File: config.mk
export PLATFORM = sky130hd
export DESIGN_NAME = hazard_controller
export DESIGN_NICKNAME = d
export VERILOG_FILES = /design/src/rtl/hazard_controller.sv
export SDC_FILE = /design/constraint.sdc
export NUM_CORES = 1
export LEC_CHECK = 0
export ABC_CLOCK_PERIOD_IN_PS = 3700
export CELL_PAD_IN_SITES_DETAIL_PLACEMENT = 1
export CELL_PAD_IN_SITES_GLOBAL_PLACEMENT = 1
export CORE_MARGIN = 4
export CORE_UTILIZATION = 46
export CTS_BUF_LIST = sky130_fd_sc_hd__clkbuf_2 sky130_fd_sc_hd__clkbuf_4 sky130_fd_sc_hd__clkbuf_8
export CTS_CLUSTER_DIAMETER = 50
export DETAILED_ROUTE_END_ITERATION = 8
export HOLD_SLACK_MARGIN = 0.05
export PLACE_DENSITY = 0.93
export SYNTH_ARGS = -nofsm -noshare
export SYNTH_HDL_FRONTEND = slang
export SYNTH_SLANG_ARGS = --single-unit
export TNS_END_PERCENT = 30
File: constraint.sdc
create_clock -name clk -period 3.7 [get_ports clk]
set_input_delay 0.555 -clock clk [delete_from_list [all_inputs] [get_ports clk]]
set_output_delay 0.555 -clock clk [all_outputs]
set_load 0.02 [all_outputs]
File: src/rtl/hazard_controller.sv
`default_nettype none
// +----------------------------------------------------------------------------+
// | Module      : hazard_controller                                            |
// | Description : Pipeline sequencing unit for the 5-stage Abejaruco core.     |
// |               Counting register scoreboard, decode RAW detection, per-stage|
// |               stall/bubble/flush controls and a saturating stall counter.  |
// | Revision    : 1.0 - initial release                                        |
// +----------------------------------------------------------------------------+
module hazard_controller #(
  parameter int NUM_REGS       = 32,
  parameter int REG_ADDR_WIDTH = 5,
  parameter int CNT_WIDTH      = 2,
  parameter int PERF_WIDTH     = 32
) (
  input  logic                      clk,
  input  logic                      reset,
  input  logic                      d_valid,
  input  logic [REG_ADDR_WIDTH-1:0] d_rs1,
  input  logic                      d_rs1_used,
  input  logic [REG_ADDR_WIDTH-1:0] d_rs2,
  input  logic                      d_rs2_used,
  input  logic [REG_ADDR_WIDTH-1:0] d_rd,
  input  logic                      d_reg_write,
  input  logic                      f_ready,
  input  logic                      m_busy,
  input  logic                      e_branch_taken,
  input  logic                      wb_valid,
  input  logic [REG_ADDR_WIDTH-1:0] wb_rd,
  input  logic                      wb_reg_write,
  output logic                      stall_f,
  output logic                      stall_d,
  output logic                      bubble_d,
  output logic                      bubble_e,
  output logic                      flush_fd,
  output logic                      freeze_em,
  output logic                      issue,
  output logic                      stall,
  output logic [PERF_WIDTH-1:0]     stall_count,
  output logic                      sb_error
);

  localparam logic [CNT_WIDTH-1:0]  CNT_MAX  = '1;
  localparam logic [PERF_WIDTH-1:0] PERF_MAX = '1;

  logic [CNT_WIDTH-1:0]  cnt_q [NUM_REGS];
  logic [CNT_WIDTH-1:0]  cnt_d [NUM_REGS];
  logic [NUM_REGS-1:0]   busy;
  logic [NUM_REGS-1:0]   err_vec;
  logic                  sb_error_q, sb_error_d;
  logic [PERF_WIDTH-1:0] stall_count_q, stall_count_d;

  logic wb_wr;
  logic sb_inc;
  logic hz_rs1, hz_rs2, raw;

  // A commit that actually updates an architectural register (r0 excluded).
  assign wb_wr  = wb_valid && wb_reg_write && (wb_rd != '0);
  // A decode instruction entering E that will write a real register.
  assign sb_inc = issue && d_reg_write && (d_rd != '0);

  // Per-register counter update and over/underflow detection.
  for (genvar i = 0; i < NUM_REGS; i++) begin : g_sb
    if (i == 0) begin : g_r0
      assign cnt_d[i]   = '0;
      assign err_vec[i] = 1'b0;
      assign busy[i]    = 1'b0;
    end else begin : g_rn
      logic                 inc, dec, err;
      logic [CNT_WIDTH-1:0] nxt;
      assign inc = sb_inc && (d_rd == REG_ADDR_WIDTH'(i));
      assign dec = wb_wr && (wb_rd == REG_ADDR_WIDTH'(i));
      // Simultaneous inc/dec cancel; saturating ends flag an error instead of wrapping.
      always_comb begin
        nxt = cnt_q[i];
        err = 1'b0;
        if (inc && !dec) begin
          if (cnt_q[i] == CNT_MAX) err = 1'b1;
          else                     nxt = cnt_q[i] + 1'b1;
        end else if (dec && !inc) begin
          if (cnt_q[i] == '0) err = 1'b1;
          else                nxt = cnt_q[i] - 1'b1;
        end
      end
      assign cnt_d[i]   = nxt;
      assign err_vec[i] = err;
      assign busy[i]    = (cnt_q[i] != '0);
    end
  end

  // RAW detection; a same-cycle W write to the source is forwarded by the register file.
  always_comb begin
    hz_rs1 = d_rs1_used && (d_rs1 != '0) && busy[d_rs1] && !(wb_wr && (wb_rd == d_rs1));
    hz_rs2 = d_rs2_used && (d_rs2 != '0) && busy[d_rs2] && !(wb_wr && (wb_rd == d_rs2));
    raw    = d_valid && (hz_rs1 || hz_rs2);
  end

  // Prioritised stage controls: D-cache miss, taken branch, RAW stall, normal flow.
  always_comb begin
    stall_f   = 1'b0;
    stall_d   = 1'b0;
    bubble_d  = 1'b0;
    bubble_e  = 1'b0;
    flush_fd  = 1'b0;
    freeze_em = 1'b0;
    issue     = 1'b0;
    stall     = 1'b0;
    if (!reset) begin
      // everything held low while in reset
    end else if (m_busy) begin
      freeze_em = 1'b1;
      stall_f   = 1'b1;
      stall_d   = 1'b1;
    end else if (e_branch_taken) begin
      flush_fd  = 1'b1;
      bubble_e  = 1'b1;
    end else if (raw) begin
      stall     = 1'b1;
      stall_f   = 1'b1;
      stall_d   = 1'b1;
      bubble_e  = 1'b1;
    end else begin
      issue     = d_valid;
      bubble_e  = !d_valid;
      stall_f   = !f_ready;
      bubble_d  = !f_ready;
    end
  end

  // Sticky error flag and saturating stall-cycle counter next state.
  always_comb begin
    sb_error_d    = sb_error_q | (|err_vec);
    stall_count_d = stall_count_q;
    if (stall_d && (stall_count_q != PERF_MAX)) stall_count_d = stall_count_q + 1'b1;
  end

  // State registers: scoreboard counters, error flag, performance counter.
  always_ff @(posedge clk or negedge reset) begin
    if (!reset) begin
      for (int r = 0; r < NUM_REGS; r++) cnt_q[r] <= '0;
      sb_error_q    <= 1'b0;
      stall_count_q <= '0;
    end else begin
      for (int r = 0; r < NUM_REGS; r++) cnt_q[r] <= cnt_d[r];
      sb_error_q    <= sb_error_d;
      stall_count_q <= stall_count_d;
    end
  end

  assign stall_count = stall_count_q;
  assign sb_error    = sb_error_q;

endmodule
`default_nettype wire

==> results.tsv, run 1 <==
stage	metric	value	unit
yosys	synthFlopType	dfrtp_1	
yosys	synth_area	7770	µm²
clock_network	cts.path.max_buffers	2	
placement	postPlaceCellArea	9900	µm²
yosys	async_flop_share	1.00	
clock_network	cts_max_level	3	
yosys	ys_types	62	
die	dieHeight	138	µm
yosys	synth-seq-area-share	0.306	
clock_network	cts-root-buf	clkbuf_8	
yosys	ys_top_cells_by_area	dfrtp_1 31%, ha_1 10%, nand2_1 5.8%	
global_routing	grt_util_all_layers	0.713	
yosys	yosys_warnings	0	
die	start_util	0.468	
yosys	synthCells	919	
yosys	synthesis.nets	1013	
yosys	synth_seq_cells	95	
placement	portBuffers	71	
global_routing	grt_max_degree	65	
timing	repair-timing-grt-worst-ep	sb_error$_DFF_PN0_/D	
die	die_w	138	µm
yosys	yosysMostFrequentCell	nand2_1	
die	rows	47	
status	error_message	[ERROR GRT-0232] Routing congestion too high. Check the congestion heatmap in the GUI.	
placement	dp_hpwl	26.9	mm
placement	gp_congestion	1.05	
status	outcome	did not finish	
yosys	ys_top_cells_by_count	121 x nand2_1, 95 x dfrtp_1, 70 x o21ai_0, 63 x ha_1, 59 x nor2_1	
status	stop_stage	5_1_grt	
yosys	synth_top_area_frac	0.306	
die	ioPinCount	72	
global_routing	antenna_found_initial	13	
yosys	synth_edf_count	0	
yosys	yosysTopAreaCell	dfrtp_1	
timing	endpoint_type	sequential cell input	
clock_network	clock_sinks	95	
yosys	avgSynthCellArea	8.45	µm²
clock_network	cts_buffers	9	
global_routing	gr-total-overflow	9	
==> per-layer routing <==
layer  GRT usage  GRT overflow
met3       0.596             1
met1       0.728             0
met2       0.852             4
met5       0.236             0
met4       0.664             4
==> per-stage QoR <==
stage / setup WS [ns] / instances
4_1_cts: -0.177 / 1390
3_5_place_dp: -1.35 / 1348
3_3_place_gp: -0.981 / 1348
2_1_floorplan: 0.104 / 919
==> cells by family after synthesis <==
family / share of synthesized area
AOI/OAI and AO/OA: 0.117
DFF: 0.306
adders and majority gates: 0.123
muxes: 0.0515
and+or+nand+nor: 0.306
xor gates and xnor gates: 0.0462
buffers and inverters: 0.0498
==> what timing repair did <==
item | 4_1_cts
cloned | 1
gates resized for setup | 100
setup endpoints to repair | 60
setup buffers | 25
hold buffers | 0
pin swaps | 31
==> inputs of run 2 (changes only) <==
Settings changed: CELL_PAD_IN_SITES_DETAIL_PLACEMENT 1 to not set, CELL_PAD_IN_SITES_GLOBAL_PLACEMENT 1 to not set, CORE_UTILIZATION 46 to 35, CTS_BUF_LIST sky130_fd_sc_hd__clkbuf_2 sky130_fd_sc_hd__clkbuf_4 sky130_fd_sc_hd__clkbuf_8 to not set, CTS_CLUSTER_DIAMETER 50 to not set, HOLD_SLACK_MARGIN 0.05 to not set, PLACE_DENSITY 0.93 to not set, PLACE_DENSITY_LB_ADDON set to 0.15.
==> run 2 against run 1 <==
Net effect:
- the flow now finishes, with violations (setup timing)
- synthesized cell count stayed put
- area after synthesis stayed put
==> results.tsv, run 2 <==
stage	metric	value	unit	change
route	drt-pass1-iter-count	5		
critical_path	path_depth	21		
yosys	synthCells	919		unchanged
timing	rsz0062_at_grt	yes		
critical_path	slowest_stage	clkdlybuf4s50_1		
clock_network	cts_buffers	9		unchanged
yosys	async_flop_share	1.00		unchanged
timing	slew_viol_final	0		
placement	place_ws	-1.05	ns	+0.296 ns
timing	setup_slack	-0.204	ns	
timing	setup_viol	6		
yosys	synth-seq-area-share	0.306		unchanged
yosys	synth_area	7770	µm²	unchanged
route	viasPerCell	5.24		
die	die_w	157	µm	+14%
global_routing	gr-total-overflow	0		
placement	postPlaceCellArea	10100	µm²	+1.9%
clock_network	clock_sinks	95		unchanged
yosys	ys_top_cells_by_count	121 x nand2_1, 95 x dfrtp_1, 70 x o21ai_0, 63 x ha_1, 59 x nor2_1		
placement	gp_congestion	0.897		-15%
yosys	synth_edf_count	0		unchanged
power	peakVddDrop	0.202	mV	
yosys	avgSynthCellArea	8.45	µm²	unchanged
critical_path	crit_path_max_incr_delay	0.47	ns	
yosys	ys_top_cells_by_area	dfrtp_1 31%, ha_1 10%, nand2_1 5.8%		
status	outcome	finished with violations		
finish	nets	1255		
yosys	yosysTopAreaCell	dfrtp_1		
critical_path	cp_data_required_time	3.94	ns	
critical_path	critical_path_arrival	4.14	ns	
status	failed_checks	setup timing		
die	start_util	0.356		-0.112
die	ioPinCount	72		unchanged
route	wl	25.7	mm	
global_routing	grt_pass1_vias	7349		
finish	num_antenna_cells	0		
critical_path	cp-end-kind	flop		
critical_path	start_kind	input pin		
timing	worst-slew-pin-transition	0.761	ns	
yosys	synth_top_area_frac	0.306		unchanged
yosys	yosys_warnings	0		unchanged
power	power.density	260	nW/µm²	
finish	area_growth	37.5	%	
yosys	synth_seq_cells	95		unchanged
critical_path	reg2reg_depth	19		
timing	maxSlewHeadroom	0.492		
route	drc	0		
clock_network	cts-root-buf	clkbuf_16		
placement	dp_hpwl	20.4	mm	-24%
global_routing	grt_util_all_layers	0.212		
timing	clock_skew	0.0138	ns	
clock_network	hold_buffers	0		unchanged
timing	hold_violations	0		
finish	layout_commonest_cell	buf_4		
yosys	ys_types	62		unchanged
route	drt_iter0_drc	493		
finish	drive_gt1_frac	0.240		
critical_path	timing.critical_path.buf_inv	7		
die	dieHeight	157	µm	+14%
job	cap_violations	0		
timing	hold_ws	0.288	ns	
clock_network	cts_tree	done		
timing	period_needed	3.90	ns	
placement	portBuffers	71		unchanged
global_routing	grt_pass1_wl	40.7	mm	
finish	layout_common_cells	184 x buf_4, 120 x nand2_1, 95 x dfrtp_1		
route	ant_nets	0		
timing	max_freq	0.256	GHz	
clock_network	cts.path.max_buffers	2		unchanged
global_routing	antenna_found_initial	0		
finish	largest_reg_flops	62		
placement	dp_cells	1423		+5.6%
critical_path	critPathMaxFanout	11		
timing	post-route-period-util	1.06		
route	vias	7584		
finish	largest-register	cnt_q		
critical_path	cp_top_family	buffers and inverters		
die	dieArea	24600	µm²	
yosys	synthesis.nets	1013		unchanged
worst_hold_path	hold_class	in -> async		
critical_path	critical_path.cell_chain	clkdlybuf4s50_1 -> buf_6 -> buf_8 -> nor4_4 -> a31oi_1 -> a21oi_2 -> a2111oi_2 -> buf_4 -> nand2_2 -> nand4_4 -> buf_6 -> nor3_4 -> buf_12 -> buf_4 -> and2_1 -> ha_2 -> and3_1 -> a31oi_2 -> nand4_1 -> nor4_2 -> nand2_1		
yosys	yosysMostFrequentCell	nand2_1		
global_routing	grt_max_degree	56		
yosys	synthFlopType	dfrtp_1		
power	p_leak	5.03	nW	
critical_path	crit_type	in -> reg		
route	wl_per_cell	17.7	µm	
finish	final_cells	1446		
finish	fin_area	10700	µm²	
clock_network	clock_latency	0.36	ns	
die	rows	54		+15%
clock_network	cts_max_level	3		unchanged
clock_network	clk_pin_slew	0.08	ns	
die	design.core.area	21800	µm²	
## run 2: cell counts after synthesis
No cell type changed its count.
## run 2: final timing paths
check / startpoint / to / slack (ns)
worst min register to register: stall_count[28] / stall_count[28] / 0.49
worst min-delay path: reset / cnt_q[7] / 0.29
worst max register to register: cnt_q[7] / sb_error / -0.07
worst max-delay path: d_rs1[1] / sb_error / -0.20
max in group asynchronous: reset / cnt_q[44] / 2.22
min in group clk: stall_count[28] / stall_count[28] / 0.49
## run 2: repair_timing
item                                   CTS  global route
buffers inserted                         6             1
endpoints found under the hold margin    0             0
pin swaps                               18             6
gates resized for setup                 46            19
setup endpoints to repair               44            16
gates cloned                             0             0
## run 2: cells by family after synthesis
family	synth area share
muxes	0.0515
AOI/OAI and AO/OA	0.117
DFF	0.306
buffers and inverters	0.0498
xor gates and xnor gates	0.0462
adders and majority gates	0.123
and+or+nand+nor	0.306
## run 2: stage by stage
step | TNS, ns | power [W] | util
5_1_grt | -1.31 | 0.00289 | 0.490
4_1_cts | -0.0697 | 0.00279 | 0.486
6_report | -0.449 | 0.00277 | 0.490
3_3_place_gp | -31.83 | 0.00173 | 0.462
3_5_place_dp | -32.89 | 0.00174 | 0.462
2_1_floorplan | 0 | 0.00143 | -
## run 2: power by group
part	switching, W	leakage [nW]	internal, W
registers	0.0000561	1.31	0.00109
clock network	0.000492	0.158	0.000549
logic	0.000312	3.56	0.000281
total	0.000859	5.03	0.00192
## run 2: layout make-up
type                            instances  area, µm²
Clock buffer                            9        225
Multi-Input combinational cell        734       5200
Clock inverter                          7        100
Inverter                               58        218
Timing Repair Buffer                  263       2210
Tap cell                              280        350
Fill cell                            2117      11100
Sequential cell                        95       2380
## run 2: metal layers
metal  up-vias  global-route usage  wire length (µm)
met5         -                   0                 0
met1      3605               0.297             12100
met3        41              0.0366              1390
met2       206               0.341             11600
li1       3732                   -                 -
met4         0              0.0512               537
## run 2: worst reg2reg max path, cell delays in order, from the launching register on
cell and delay, ns:
dfrtp_1 0.41, buf_4 0.14, or3_1 0.39, o311a_1 0.16, nor4_1 0.26, nor4_1 0.09
buf_4 0.15, nand2_2 0.09, nand4_4 0.14, buf_6 0.17, nor3_4 0.20, buf_12 0.15
buf_4 0.14, and2_1 0.13, ha_2 0.21, nor4b_1 0.07, nor4_1 0.33, nand4_1 0.16
nor4_2 0.17, nand2_1 0.09
No activity file was read; power rests on OpenSTA's default activity.
==> inputs of run 3 (changes only) <==
Settings changed: CORE_UTILIZATION 35 to 59.
==> run 3 against run 2 <==
Net effect:
- the flow still finishes with violations (setup timing)
- final cell count is 7.3% lower
- sequential share of layout area is 0.071 points higher
- maximum frequency is 1.2% higher
- combinational power is 4.7% higher
- sequential power hardly changed
- via count is 8.1% higher
- routed wire length is 2.8% higher
- total power is 3.3% lower
- critical endpoint unchanged
- global-route usage is 13 points higher
==> results.tsv, run 3 (synthesis gave the netlist of run 2 again) <==
stage	metric	value	unit	change
timing	worst-slew-pin-transition	0.723	ns	-0.0381 ns
critical_path	regToRegStartpoint	cnt_q[7]		
clock_network	cts_buffers	9		unchanged
route	drt-pass1-iter-count	5		unchanged
status	outcome	finished with violations		
critical_path	cp-end-kind	flop		
finish	area_growth	37.1	%	
finish	nets	1257		+0.16%
timing	hold_ws	0.380	ns	+0.0919 ns
global_routing	grt_pass1_wl	40.0	mm	-1.8%
global_routing	grt_pass1_vias	7722		+5.1%
timing	post-route-period-util	1.04		-0.0125
critical_path	crit_type	in -> reg		
critical_path	cp_data_required_time	3.93	ns	about the same
power	power.share.clock	0.343		-0.032
power	power.density	252	nW/µm²	-3.0%
global_routing	grt_max_degree	57		+1.8%
route	wl	26.4	mm	+2.8%
route	drc	0		unchanged
die	dieArea	15100	µm²	-39%
timing	setup_viol	1		-5
timing	slew_viol_final	0		unchanged
finish	multi_input_area	5320	µm²	+2.3%
power	p_switching	0.000841	W	-2.1%
power	intPower	0.00184	W	-3.9%
die	ioPinCount	72		unchanged
placement	dp_hpwl	18.9	mm	-7.5%
placement	gp_congestion	0.984		+9.8%
timing	max_freq	0.259	GHz	+1.2%
route	viasPerCell	6.12		+17%
die	dieHeight	123	µm	-22%
finish	largest-register	cnt_q		
finish	fin_area	10700	µm²	-0.32%
global_routing	grt_util_all_layers	0.344		+0.132
clock_network	cts_tree	done		
route	vias	8197		+8.1%
finish	layout_commonest_cell	buf_4		
placement	postPlaceCellArea	9870	µm²	-2.1%
global_routing	gr-total-overflow	0		unchanged
critical_path	critical_path.cell_chain	dlygate4sd2_1 -> xnor2_1 -> nand3_1 -> o41ai_2 -> a2111oi_2 -> buf_4 -> nand2_2 -> nand4_4 -> nor3_4 -> and2_4 -> ha_4 -> nand3b_1 -> nand4_1 -> nor4_2 -> nand4_1 -> nor4_1 -> nand2_1		
finish	layout_common_cells	183 x buf_4, 119 x nand2_1, 95 x dfrtp_1		
critical_path	critPathMaxFanout	6		-5
finish	layout.area.seq	2380	µm²	unchanged
timing	period_needed	3.86	ns	-0.0464 ns
critical_path	critical_path_arrival	4.09	ns	-0.05 ns
timing	maxSlewHeadroom	0.518		+0.0254
critical_path	slowest_stage	dlygate4sd2_1		
finish	drive_gt1_frac	0.264		+0.0236
timing	clock_skew	0.00793	ns	-0.00586 ns
route	wl_per_cell	19.7	µm	+11%
clock_network	clock_sinks	95		unchanged
route	ant_nets	0		unchanged
die	die_w	123	µm	-22%
power	p_total	0.00268	W	-3.3%
clock_network	cts_max_level	3		unchanged
clock_network	clk_pin_slew	0.07	ns	about the same
timing	rsz0062_at_grt	yes		
critical_path	start_kind	input pin		
worst_hold_path	hold_class	in -> async		
placement	portBuffers	71		unchanged
die	start_util	0.608		+0.252
power	p_comb_frac	0.231		+0.017
status	failed_checks	setup timing		
global_routing	antenna_found_initial	0		unchanged
placement	place_ws	-1.09	ns	-0.0356 ns
finish	num_antenna_cells	0		unchanged
clock_network	hold_buffers	0		unchanged
finish	final_util	0.834		+0.344
timing	hold_violations	0		unchanged
clock_network	cts.path.max_buffers	2		unchanged
finish	largest_reg_flops	62		unchanged
clock_network	cts-root-buf	clkbuf_16		
finish	n_fill_cell	745		-65%
die	rows	41		-24%
die	design.core.area	12800	µm²	-41%
power	switching_share	0.314		+0.00380
clock_network	clock_latency	0.36	ns	about the same
power	p_seq_frac	0.426		+0.015
timing	setup_slack	-0.157	ns	+0.0464 ns
critical_path	path_common_cell	nand4_1		
power	p_leak	5.11	nW	+1.6%
route	drt_iter0_drc	882		+79%
critical_path	crit_path_max_incr_delay	0.41	ns	-0.06 ns
job	cap_violations	0		unchanged
power	peakVddDrop	0.200	mV	-0.86%
critical_path	critPathLaunch	wb_rd[4]		
==> run 3: timing repair <==
item | CTS | global route
buffers inserted | 13 | 5
pin swaps | 25 | 35
resized for setup | 65 | 43
setup endpoints to repair | 52 | 6
==> run 3: per-stage QoR <==
stage / instances / setup TNS (ns)
after floorplan: 919 / 0
after global placement: 1306 / -25.62
after detailed placement: 1306 / -32.43
after CTS: 1335 / -0.0847
after global routing: 1340 / -0.191
final: 1340 / -0.157
==> run 3: area by class of cell <==
cell class / instances / area share
sequential: 95 / 0.223
clock buffer: 9 / 0.0211
tap: 172 / 0.0202
timing repair buffer: 265 / 0.210
clock inverter: 7 / 0.00552
inverter: 58 / 0.0204
multi-input combinational: 734 / 0.500
==> run 3: final timing paths <==
kind,cells after the start,slack [ns],to
worst max-delay path,17,-0.16,sb_error
worst min-delay path,2,0.38,cnt_q[54]
worst max register to register,15,-0.08,sb_error
worst min register to register,1,0.49,stall_count[26]
max in group asynchronous,3,2.20,cnt_q[57]
min in group clk,1,0.49,stall_count[26]
==> run 3: worst max-delay path, delay by kind of cell <==
family	cells	cell delay (ns)
XOR/XNOR	1	0.19
AND/OR/NAND/NOR	11	2.20
adder cells (fa/ha/maj)	1	0.12
AO/OA/AOI/OAI	2	0.44
buffers and inverters	2	0.57
==> run 3: power by group through the flow <==
stage               registers, W  clock network [W]  logic (W)
floorplan                0.00120                  0   0.000227
global placement         0.00115                  0   0.000554
detailed placement       0.00116                  0   0.000568
CTS                      0.00114           0.000925   0.000592
global route             0.00115           0.000983   0.000662
finish                   0.00114           0.000920   0.000620
==> run 3: routing by layer <==
metal  track usage  wire [µm]  vias to the layer above
li1              -          -                     3740
met1         0.464      10500                     3942
met2         0.542      12200                      432
met3        0.0705       2550                       83
met4         0.140       1060                        0
met5             0          0                        -
